### config.mk
export PLATFORM = sky130hd
export DESIGN_NAME = key_reader
export DESIGN_NICKNAME = d
export VERILOG_FILES = /design/src/rtl/key_reader.sv
export SDC_FILE = /design/constraint.sdc
export NUM_CORES = 1
export LEC_CHECK = 0
export CORE_ASPECT_RATIO = 2
export CORE_MARGIN = 5
export CORE_UTILIZATION = 58
export CTS_BUF_LIST = sky130_fd_sc_hd__clkbuf_8
export DETAILED_ROUTE_END_ITERATION = 10
export GPL_TIMING_DRIVEN = 0
export PLACE_DENSITY = 0.87
export SYNTH_ARGS = -nofsm -noshare
export SYNTH_HDL_FRONTEND = slang
export SYNTH_SLANG_ARGS = --single-unit
### constraint.sdc
create_clock -name clk -period 4.2 [get_ports clk]
set_input_delay 0.63 -clock clk [delete_from_list [all_inputs] [get_ports clk]]
set_output_delay 0.63 -clock clk [all_outputs]
set_load 0.02 [all_outputs]
### src/rtl/key_reader.sv
// key_reader: unlocks a serial key responder with a four-step bus sequence, then shifts in an NBITS key MSB-first and compares it to EXPECT.
// Optional build macro KEY_READER_RETRY_EN: a mismatching key triggers one full UNLOCK+READ rerun before done is reported.
// Ports:
//   clk, rst          clock and synchronous active-high reset
//   start             request one key-read sequence (ignored unless idle)
//   SSER              active-low responder select
//   BA13, BA12        responder window address bits
//   BA_SEL[3:0]       step code on BA7..BA4
//   BR_W              bus direction, always read (1)
//   SDRD              serial key bit from the responder
//   busy              sequence in progress
//   done              one-clock completion pulse
//   match             key equals EXPECT, held until the next accepted start
//   key[NBITS-1:0]    assembled key
module key_reader #(
  parameter int NBITS = 16,
  parameter int CYC_LEN = 4,
  parameter logic [NBITS-1:0] EXPECT = 16'hA5C3
) (
  input  logic             clk,
  input  logic             rst,
  input  logic             start,
  output logic             SSER,
  output logic             BA13,
  output logic             BA12,
  output logic [3:0]       BA_SEL,
  output logic             BR_W,
  input  logic             SDRD,
  output logic             busy,
  output logic             done,
  output logic             match,
  output logic [NBITS-1:0] key
);
  typedef enum logic [2:0] {IDLE, UNLOCK, READ, GAP, FINISH} state_t;
  // unlock step codes, step 0 in the low nibble
  localparam logic [15:0] UNLOCK_SEL = {4'b1001, 4'b1010, 4'b1000, 4'b0010};
  // steps 0..3 are unlock cycles, 4..NBITS+3 are key-bit reads
  localparam logic [5:0] LAST = 6'(NBITS + 3);
  state_t state, state_n;
  logic [3:0] cnt, cnt_n;
  logic [5:0] step, step_n;
  logic [NBITS-1:0] key_n;
  logic match_n, busy_n, done_n, active_n;
`ifdef KEY_READER_RETRY_EN
  logic tried, tried_n;
`endif
  always_comb begin
    state_n = state;
    cnt_n = cnt;
    step_n = step;
    key_n = key;
    match_n = match;
    busy_n = busy;
    done_n = 1'b0;
`ifdef KEY_READER_RETRY_EN
    tried_n = tried;
`endif
    case (state)
      IDLE: if (start) begin
        state_n = UNLOCK;
        cnt_n = '0;
        step_n = '0;
        key_n = '0;
        match_n = 1'b0;
        busy_n = 1'b1;
`ifdef KEY_READER_RETRY_EN
        tried_n = 1'b0;
`endif
      end
      UNLOCK, READ: begin
        cnt_n = cnt + 4'd1;
        if (cnt == 4'(CYC_LEN - 1)) begin
          state_n = GAP;
          cnt_n = '0;
          // SDRD is only captured on the closing clock of a read cycle
          if (state == READ) key_n = NBITS'({key, SDRD});
        end
      end
      GAP: begin
        step_n = step + 6'd1;
        state_n = (step < 6'd3) ? UNLOCK : READ;
        if (step == LAST) begin
`ifdef KEY_READER_RETRY_EN
          // the final gap doubles as the gap before the rerun
          if (key != EXPECT && !tried) begin
            state_n = UNLOCK;
            step_n = '0;
            key_n = '0;
            tried_n = 1'b1;
          end else state_n = FINISH;
`else
          state_n = FINISH;
`endif
        end
      end
      FINISH: begin
        state_n = IDLE;
        done_n = 1'b1;
        match_n = (key == EXPECT);
        busy_n = 1'b0;
      end
      default: state_n = IDLE;
    endcase
    active_n = (state_n == UNLOCK) || (state_n == READ);
  end
  always_ff @(posedge clk) begin
    if (rst) begin
      state <= IDLE;
      cnt <= '0;
      step <= '0;
      key <= '0;
      match <= 1'b0;
      busy <= 1'b0;
      done <= 1'b0;
      SSER <= 1'b1;
      BA13 <= 1'b1;
      BA12 <= 1'b0;
      BA_SEL <= '0;
      BR_W <= 1'b1;
`ifdef KEY_READER_RETRY_EN
      tried <= 1'b0;
`endif
    end else begin
      state <= state_n;
      cnt <= cnt_n;
      step <= step_n;
      key <= key_n;
      match <= match_n;
      busy <= busy_n;
      done <= done_n;
      // bus pins are registered from the next state so they line up with it
      SSER <= !active_n;
      BA13 <= !active_n;
      BA12 <= active_n;
      BA_SEL <= (state_n == UNLOCK) ? UNLOCK_SEL[step_n[1:0]*4 +: 4] : 4'b0000;
      BR_W <= 1'b1;
`ifdef KEY_READER_RETRY_EN
      tried <= tried_n;
`endif
    end
  end
endmodule

==> flow_summary.toml, run 1 <==
[detailed_routing]
drt-vias-per-instance = 6.04
wl_per_cell_um = 16.9
drc = 0
antenna_left = 0
initialDrtViolationCount = 31
routed_wl_um = 4410
highest_layer = "met4"
wl_met2_um = 2520
drt-met1-wl_um = 1600
drtPass1Iterations = 4
vias = 1570
wl_met3_um = 183

[timing]
finalCritPeriodShare = 0.523
worst_slew_pin_slew_ns = 0.505
relSlewSlack = 0.663
hold_viol_final = 0
rsz0062_at_grt = "no"
timing.fmax_mhz = 455
period_needed_ns = 2.20
setup_tns_ns = 0
slew_violations = 0
finalSetupViolations = 0
fin_skew_ns = 0.00311

[synthesis]
ys_seq_area_frac = 0.440
syn_inst = 196
synth_nets = 202
async_flop_share = 0
synth_edf_count = 0
yosysMostFrequentCell = "dfxtp_1"
synth_commonest_cells = "37 x dfxtp_1, 23 x a21oi_1, 21 x nand2_1"
synth_top_area_share = 0.440
yosys_warnings = 0
synth_area_sq_um = 1680
synth_area_leader_cell = "dfxtp_1"
ys_ff_latch = 37
synth.avg_cell_area_sq_um = 8.58
ys.flop_type = "dfxtp_1"
synthTopCellsByArea = "dfxtp_1 44%, a21oi_1 6.8%, nand3_1 5.7%"
synth_cell_types = 43

[critical_path]
cp_cell_sequence = "clkdlybuf4s50_1 -> nor2b_1 -> o21ai_1 -> clkbuf_1 -> nand2_1 -> a21oi_1"
end_kind = "flop"
cp_max_fo = 10
arrival_ns = 2.41
cp_top_family = "buffers and inverters"
cp.required_ns = 4.41
cpPeakStageDelay_ns = 0.50
path_buf_inv = 2
startpoint_type = "primary input"
slowest_stage = "clkdlybuf4s50_1"
crit_type = "in2reg"

[global_routing]
grt_pass1_vias = 1628
grt_usage = 0.241
grt_antenna_before_repair = 0
grt_first_pass_wirelength_um = 7310
grt-ovfl-total = 0
grt_max_degree = 11

[clock_tree]
cts.clk_slew.worst_paths_ns = 0.07
cts_inserted_buffers = 5
cts_root_buffer = "clkbuf_8"
htree_levels = 2
ctsResizeCount = 0
cts.sinks = 37
cts_tree = "done"
cts_hold_buf = 0
clk_latency_ns = 0.29
clock_path_buffers = 2
post_cts_buffers = 0

[final_layout]
seq_area_sq_um = 741
final_nets = 237
area_growth_syn_to_layout_pct = 24.0
nFillCells = 208
drive_gt1_frac = 0.0823
multi_input_area_sq_um = 847
diodes = 0

[power_and_ir_drop]
internal_power_mw = 0.509
power_density_nw_per_um2 = 323
clockPowerShare = 0.369
power_mw = 0.674
seqPwrFrac = 0.533
swShare = 0.244
peakVddDrop_v = 0.000310
combinationalPowerShare = 0.098
p_sw_mw = 0.165
p_leak_nw = 0.714

[floorplanning]
dieArea_sq_um = 4140
start_util = 0.607
io_pins = 31
die_x_um = 48.1
coreArea_sq_um = 2770
num_rows = 27
die_h_um = 86.2

[worst_hold_path]
hp-class = "reg2reg"

[job]
cap_violations = 0

[placement]
hpwl_um = 3250
gp_congestion = 0.901
port_buffers = 28

[status]
status = "finished clean"
## registers in the layout, indices dropped and copies added, names as in the netlist
| name | count |
|---|---|
| BA12 | 1 |
| done | 1 |
| key | 16 |
| BA13 | 1 |
| busy | 1 |
| state | 3 |
| match | 1 |
| BA_SEL | 3 |
| step | 6 |
| cnt | 4 |
## stage by stage
step	area (sq um)	worst slack, ns	utilization	hold WS, ns	std cells
after floorplan	1680	2.44	-	0.492	196
after global placement	2000	1.81	0.721	0.443	253
after detailed placement	2000	1.74	0.721	0.450	253
after CTS	2080	2.01	0.752	0.461	260
after global routing	2080	1.85	0.752	0.490	260
final	2080	2.00	0.752	0.461	260
## tightest hold or removal path: cells and delay by family (launching register included)
kind | cells | cell delay [ns]
and+or+nand+nor | 1 | 0.05
DFF | 1 | 0.31
AOI/OAI and AO/OA | 1 | 0.05
## final timing paths
path           from  endpoint  slack [ns]  cells past startpoint
max reg2reg  cnt[0]    key[6]        2.23                      6
min           match     match        0.46                      2
min reg2reg   match     match        0.46                      2
max           start    key[5]        2.00                      6
## power by group through the flow
stage                     combinational, mW  sequential, mW  clock [mW]
final                                0.0658           0.359       0.249
after global routing                 0.0717           0.360       0.270
after CTS                            0.0657           0.359       0.253
after detailed placement             0.0651           0.367           0
after global placement               0.0626           0.367           0
after floorplan                      0.0396           0.371           0
## cell usage in the layout, fill, tap and decap left out, types with 2 or more instances in the layout
master           instances
nor2b_1                  4
a21oi_1                 23
o211ai_1                 2
xnor2_1                  5
inv_1                    4
clkbuf_8                 6
buf_4                    5
nor4bb_1                 4
and3_1                   2
or3_1                    3
nand3_1                 19
nor2_1                  15
dfxtp_1                 37
o21ai_0                  2
nand4b_1                 2
ha_1                     2
or4b_1                   3
o21a_1                   2
nor3_1                   6
nand2_1                 21
o32ai_1                  3
buf_2                    3
or3b_2                   2
a211oi_1                 4
conb_1                   2
clkdlybuf4s50_1         28
clkbuf_1                 4
## final cells by class
cell class | instances | share of cell area
buffer | 14 | 0.0396
clock buffer | 6 | 0.0396
clock inverter | 1 | 0.00180
inverter | 3 | 0.00540
sequential | 37 | 0.355
timing repair buffer | 28 | 0.134
multi-input combinational | 142 | 0.406
tap | 29 | 0.0174
## kinds of logic after synthesis
logic type	synth area share
flops	0.440
compound gates	0.165
other cells	0.00447
xor+xnor	0.0312
simple gates	0.288
buf+inv	0.0558
fa+ha+maj	0.0149
## layer usage
metal / track usage / vias up
met5: 0 / -
met4: 0.0980 / 0
met3: 0.0714 / 9
met2: 0.425 / 43
met1: 0.244 / 749
li1: - / 769
No activity file was read; power rests on OpenSTA's default activity.
==> run 2, diff against run 1 <==
CORE_UTILIZATION = 48   (was 58)
PLACE_DENSITY = 0.77   (was 0.87)
clock period = 1.9 ns   (was 4.2 ns; I/O delays follow)
==> run 2 against run 1 <==
Effect of this change: combinational power rose by 120%; critical path depth fell by 1; clock-buffer cell count fell by 1; via count fell by 5.8%; sequential share of layout area fell by 0.46 points; first-iteration DRC count fell by 6.5%; clock skew fell by 0.0011 ns; critical path type is now reg2reg; critical endpoint is now BA12; largest power group unchanged.
==> flow_summary.toml, run 2 (synthesis gave the netlist of run 1 again) <==
[status]
status = "finished clean"

[critical_path]
startpoint_type = "flop"
rrSetupSlack_ns = 0.12
r2r-start = "state[1]"
reg2reg_to = "BA12"
crit_type = "reg2reg"
arrival_ns = 1.97
cp_max_fo = 10
cp.required_ns = 2.08
reg2regPathDepth = 5
end_kind = "flop"

[placement]
hpwl_um = 3020
gp_congestion = 0.868
port_buffers = 28

[timing]
hold_viol_final = 0
fin_skew_ns = 0.00202
period_needed_ns = 1.78
finalCritPeriodShare = 0.939
timing.fmax_mhz = 560
rsz0062_at_grt = "no"
slew_violations = 0
finalSetupViolations = 0
hold_ws_ns = 0.481

[global_routing]
grt_pass1_vias = 1539
grt_max_degree = 13
grt-ovfl-total = 0
grt_first_pass_wirelength_um = 6760
grt_antenna_before_repair = 0
grt_usage = 0.181

[floorplanning]
dieArea_sq_um = 4860
start_util = 0.498
io_pins = 31
die_x_um = 51.9
coreArea_sq_um = 3380
num_rows = 30
die_h_um = 93.7

[job]
cap_violations = 0

[detailed_routing]
initialDrtViolationCount = 29
antenna_left = 0
routed_wl_um = 3970
vias = 1479
drtPass1Iterations = 4
drt-vias-per-instance = 5.60
drc = 0
wl_per_cell_um = 15.0

[final_layout]
mostFrequentLayoutCell = "dfxtp_1"
final_nets = 237
drive_gt1_frac = 0.112
reg.largest.list = "key: 16 flops, step: 6 flops, cnt: 4 flops"
top_register = "key"
largest_register_ffs = 16
area_growth_syn_to_layout_pct = 25.6
layout_common_cells = "37 x dfxtp_1, 28 x clkdlybuf4s50_1, 23 x a21oi_1"
diodes = 0
nFillCells = 318
final_util = 0.625

[clock_tree]
cts_hold_buf = 0
htree_levels = 2
cts_tree = "done"
cts_inserted_buffers = 5
clk_latency_ns = 0.29
cts.sinks = 37
cts_root_buffer = "clkbuf_8"
clock_path_buffers = 2
cts.clk_slew.worst_paths_ns = 0.07

[power_and_ir_drop]
p_leak_nw = 0.711
peakVddDrop_v = 0.000761
power_density_nw_per_um2 = 700
power_mw = 1.48

[worst_hold_path]
holdPathStages = 2
hold_start = "match"
hp-class = "reg2reg"
hold_end = "match"
[run 2: per-stage QoR]
| step | instances | worst slack [ns] | instance area, sq um | TNS (ns) |
|---|---|---|---|---|
| finish | 264 | 0.115 | 2110 | 0 |
| global route | 264 | 0.0132 | 2110 | 0 |
| CTS | 264 | 0.0408 | 2100 | 0 |
| detailed placement | 256 | -0.179 | 2000 | -1.92 |
| global placement | 256 | -0.178 | 2000 | -2.02 |
| floorplan | 196 | 0.256 | 1680 | 0 |
[run 2: metal layers]
metal / wire length (um) / global-route usage / vias to the layer above / share of wire
met5: 0 / 0 / - / 0
met4: 121 / 0.0941 / 0 / 0.031
met3: 97 / 0.0382 / 10 / 0.024
met2: 2240 / 0.324 / 25 / 0.56
met1: 1510 / 0.188 / 679 / 0.38
li1: - / - / 765 / -
[run 2: worst max-delay path by stage]
stage / startpoint / end / slack [ns] / cells past startpoint
6_report: state[1] / BA12 / 0.12 / 5
3_3_place_gp: start / key[0] / -0.18 / 6
4_1_cts: cnt[0] / key[5] / 0.04 / 6
2_1_floorplan: step[0] / BA12 / 0.26 / 5
5_1_grt: cnt[0] / key[0] / 0.01 / 6
3_5_place_dp: start / key[5] / -0.18 / 6
[run 2: critical path: stages, from the launching register on]
cell	delay [ns]
dfxtp_1	0.38
buf_4	0.19
nand2_1	0.24
o32ai_1	0.49
a21oi_1	0.14
o211a_1	0.24
[run 2: repair_timing]
item | in CTS | in global routing
buffers inserted | 0 | 0
endpoints found under the setup margin | 10 | 14
resized for setup | 2 | 4
[run 2: cell type report]
cell class	count	area, sq um	area share
Multi-Input combinational cell	142	870	0.412
Sequential cell	37	741	0.351
Timing Repair Buffer	28	280	0.133
Buffer	14	83.8	0.0397
Clock buffer	5	68.8	0.0326
Tap cell	32	40.0	0.0190
Clock inverter	3	17.5	0.00829
Inverter	3	11.3	0.00533
[run 2: report_power, final]
part / internal (mW) / switching, mW
sequential: 0.786 / 0.00681
clock: 0.253 / 0.286
combinational: 0.0579 / 0.0876
total: 1.10 / 0.380
==> run 3, diff against run 2 <==
CORE_UTILIZATION = 53   (was 48)
PLACE_DENSITY = 0.81   (was 0.77)
clock period = 2 ns   (was 1.9 ns; I/O delays follow)
==> run 3 against run 2 <==
Effect of this change: die area shrank 8.1%; total power grew 0.73%; clock skew grew 0.0014 ns; combinational power shrank 4%; wire length grew 3.8%; critical path type unchanged; largest cell class unchanged; largest power group unchanged.
==> flow_summary.toml, run 3 (synthesis gave the netlist of run 1 again) <==
[status]
status = "finished clean"

[power_and_ir_drop]
power_density_nw_per_um2 = 701
combinationalPowerShare = 0.094
seqPwrFrac = 0.507
clockPowerShare = 0.399
p_sw_mw = 0.368
power_mw = 1.49
internal_power_mw = 1.12
peakVddDrop_v = 0.000718
swShare = 0.247
p_leak_nw = 0.725

[detailed_routing]
drc = 0
wl_per_cell_um = 15.6
drt-vias-per-instance = 5.96
antenna_left = 0
vias = 1568
initialDrtViolationCount = 26
drtPass1Iterations = 4
routed_wl_um = 4120

[clock_tree]
clock_path_buffers = 2
cts_root_buffer = "clkbuf_8"
cts_hold_buf = 0
cts_tree = "done"
cts.clk_slew.worst_paths_ns = 0.07
cts.sinks = 37
cts_inserted_buffers = 5
htree_levels = 2
post_cts_buffers = 0
clk_latency_ns = 0.29

[final_layout]
layout_common_cells = "37 x dfxtp_1, 28 x clkdlybuf4s50_1, 23 x a21oi_1"
largest_register_ffs = 16
drive_gt1_frac = 0.108
seq_area_sq_um = 741
area_growth_syn_to_layout_pct = 26.3
multi_input_area_sq_um = 866
final_area_sq_um = 2120
top_register = "key"
final_util = 0.681
reg.largest.list = "key: 16 flops, step: 6 flops, cnt: 4 flops"
fin_cells = 263
final_nets = 237
nFillCells = 270
mostFrequentLayoutCell = "dfxtp_1"
diodes = 0

[floorplanning]
io_pins = 31
coreArea_sq_um = 3120
die_x_um = 49.8
start_util = 0.539
die_h_um = 89.7
num_rows = 29
dieArea_sq_um = 4470

[global_routing]
grt_max_degree = 13
grt-ovfl-total = 0
grt_antenna_before_repair = 0
grt_first_pass_wirelength_um = 7180
grt_usage = 0.207
grt_pass1_vias = 1600

[critical_path]
cp.required_ns = 2.19
crit_type = "reg2reg"
cpPeakStageDelay_ns = 0.50
cp_cell_sequence = "ha_1 -> or3b_2 -> o211ai_1 -> a21oi_1 -> o211a_1"
cp_top_family = "compound AO/OA/AOI/OAI gates"
end_kind = "flop"
path_buf_inv = 0
startpoint_type = "flop"
slowest_stage = "or3b_2"
cp_max_fo = 6
arrival_ns = 2.06

[timing]
finalSetupViolations = 0
setup_tns_ns = 0
timing.fmax_mhz = 533
finalCritPeriodShare = 0.938
hold_viol_final = 0
rsz0062_at_grt = "no"
slew_violations = 0
relSlewSlack = 0.658
worst_slew_pin_slew_ns = 0.509
period_needed_ns = 1.88
layout_setup_ws_ns = 0.124
fin_skew_ns = 0.00341
hold_ws_ns = 0.480

[placement]
post-place-ws_ns = -0.140
port_buffers = 28
place_area_sq_um = 2000
gp_congestion = 0.886
dp_cells = 255
hpwl_um = 2980

[job]
cap_violations = 0

[worst_hold_path]
hp-class = "reg2reg"
run 3: power by group through the flow:
stage	logic, mW	clock network (mW)	registers (mW)
6_report	0.140	0.594	0.754
5_1_grt	0.153	0.640	0.755
2_1_floorplan	0.0831	0	0.779
3_3_place_gp	0.136	0	0.771
4_1_cts	0.138	0.600	0.754
3_5_place_dp	0.137	0	0.771
run 3: final timing paths:
check | startpoint | to | slack (ns) | depth (start not counted)
worst max register to register | step[0] | BA12 | 0.12 | 5
worst max-delay path | step[0] | BA12 | 0.12 | 5
worst min-delay path | match | match | 0.48 | 2
worst min register to register | match | match | 0.48 | 2
run 3: worst register-to-register path: stages, from the launching register on:
cell      delay (ns)
dfxtp_1         0.37
ha_1            0.29
or3b_2          0.50
o211ai_1        0.23
a21oi_1         0.14
o211a_1         0.24
run 3: timing repair:
action / 4_1_cts / 5_1_grt
setup endpoints to repair: 0 / 12
gates resized for setup: 0 / 4
endpoints found under the hold margin: 0 / 0
run 3: layer usage:
metal,wire [um],vias to the layer above,part of all wire,global-route usage
met5,0,-,0,0
met4,142,0,0.035,0.119
met3,176,15,0.043,0.0579
met2,2340,49,0.57,0.381
met1,1460,741,0.35,0.200
li1,-,763,-,-
run 3: cell type report:
| cell class | instances | share of cell area |
|---|---|---|
| multi-input cells | 142 | 0.408 |
| flip-flops and latches | 37 | 0.349 |
| repair buffers | 28 | 0.132 |
| clock buffers | 7 | 0.0453 |
| plain buffers | 14 | 0.0389 |
| well taps | 31 | 0.0183 |
| inverters | 3 | 0.00530 |
| clock inverters | 1 | 0.00412 |
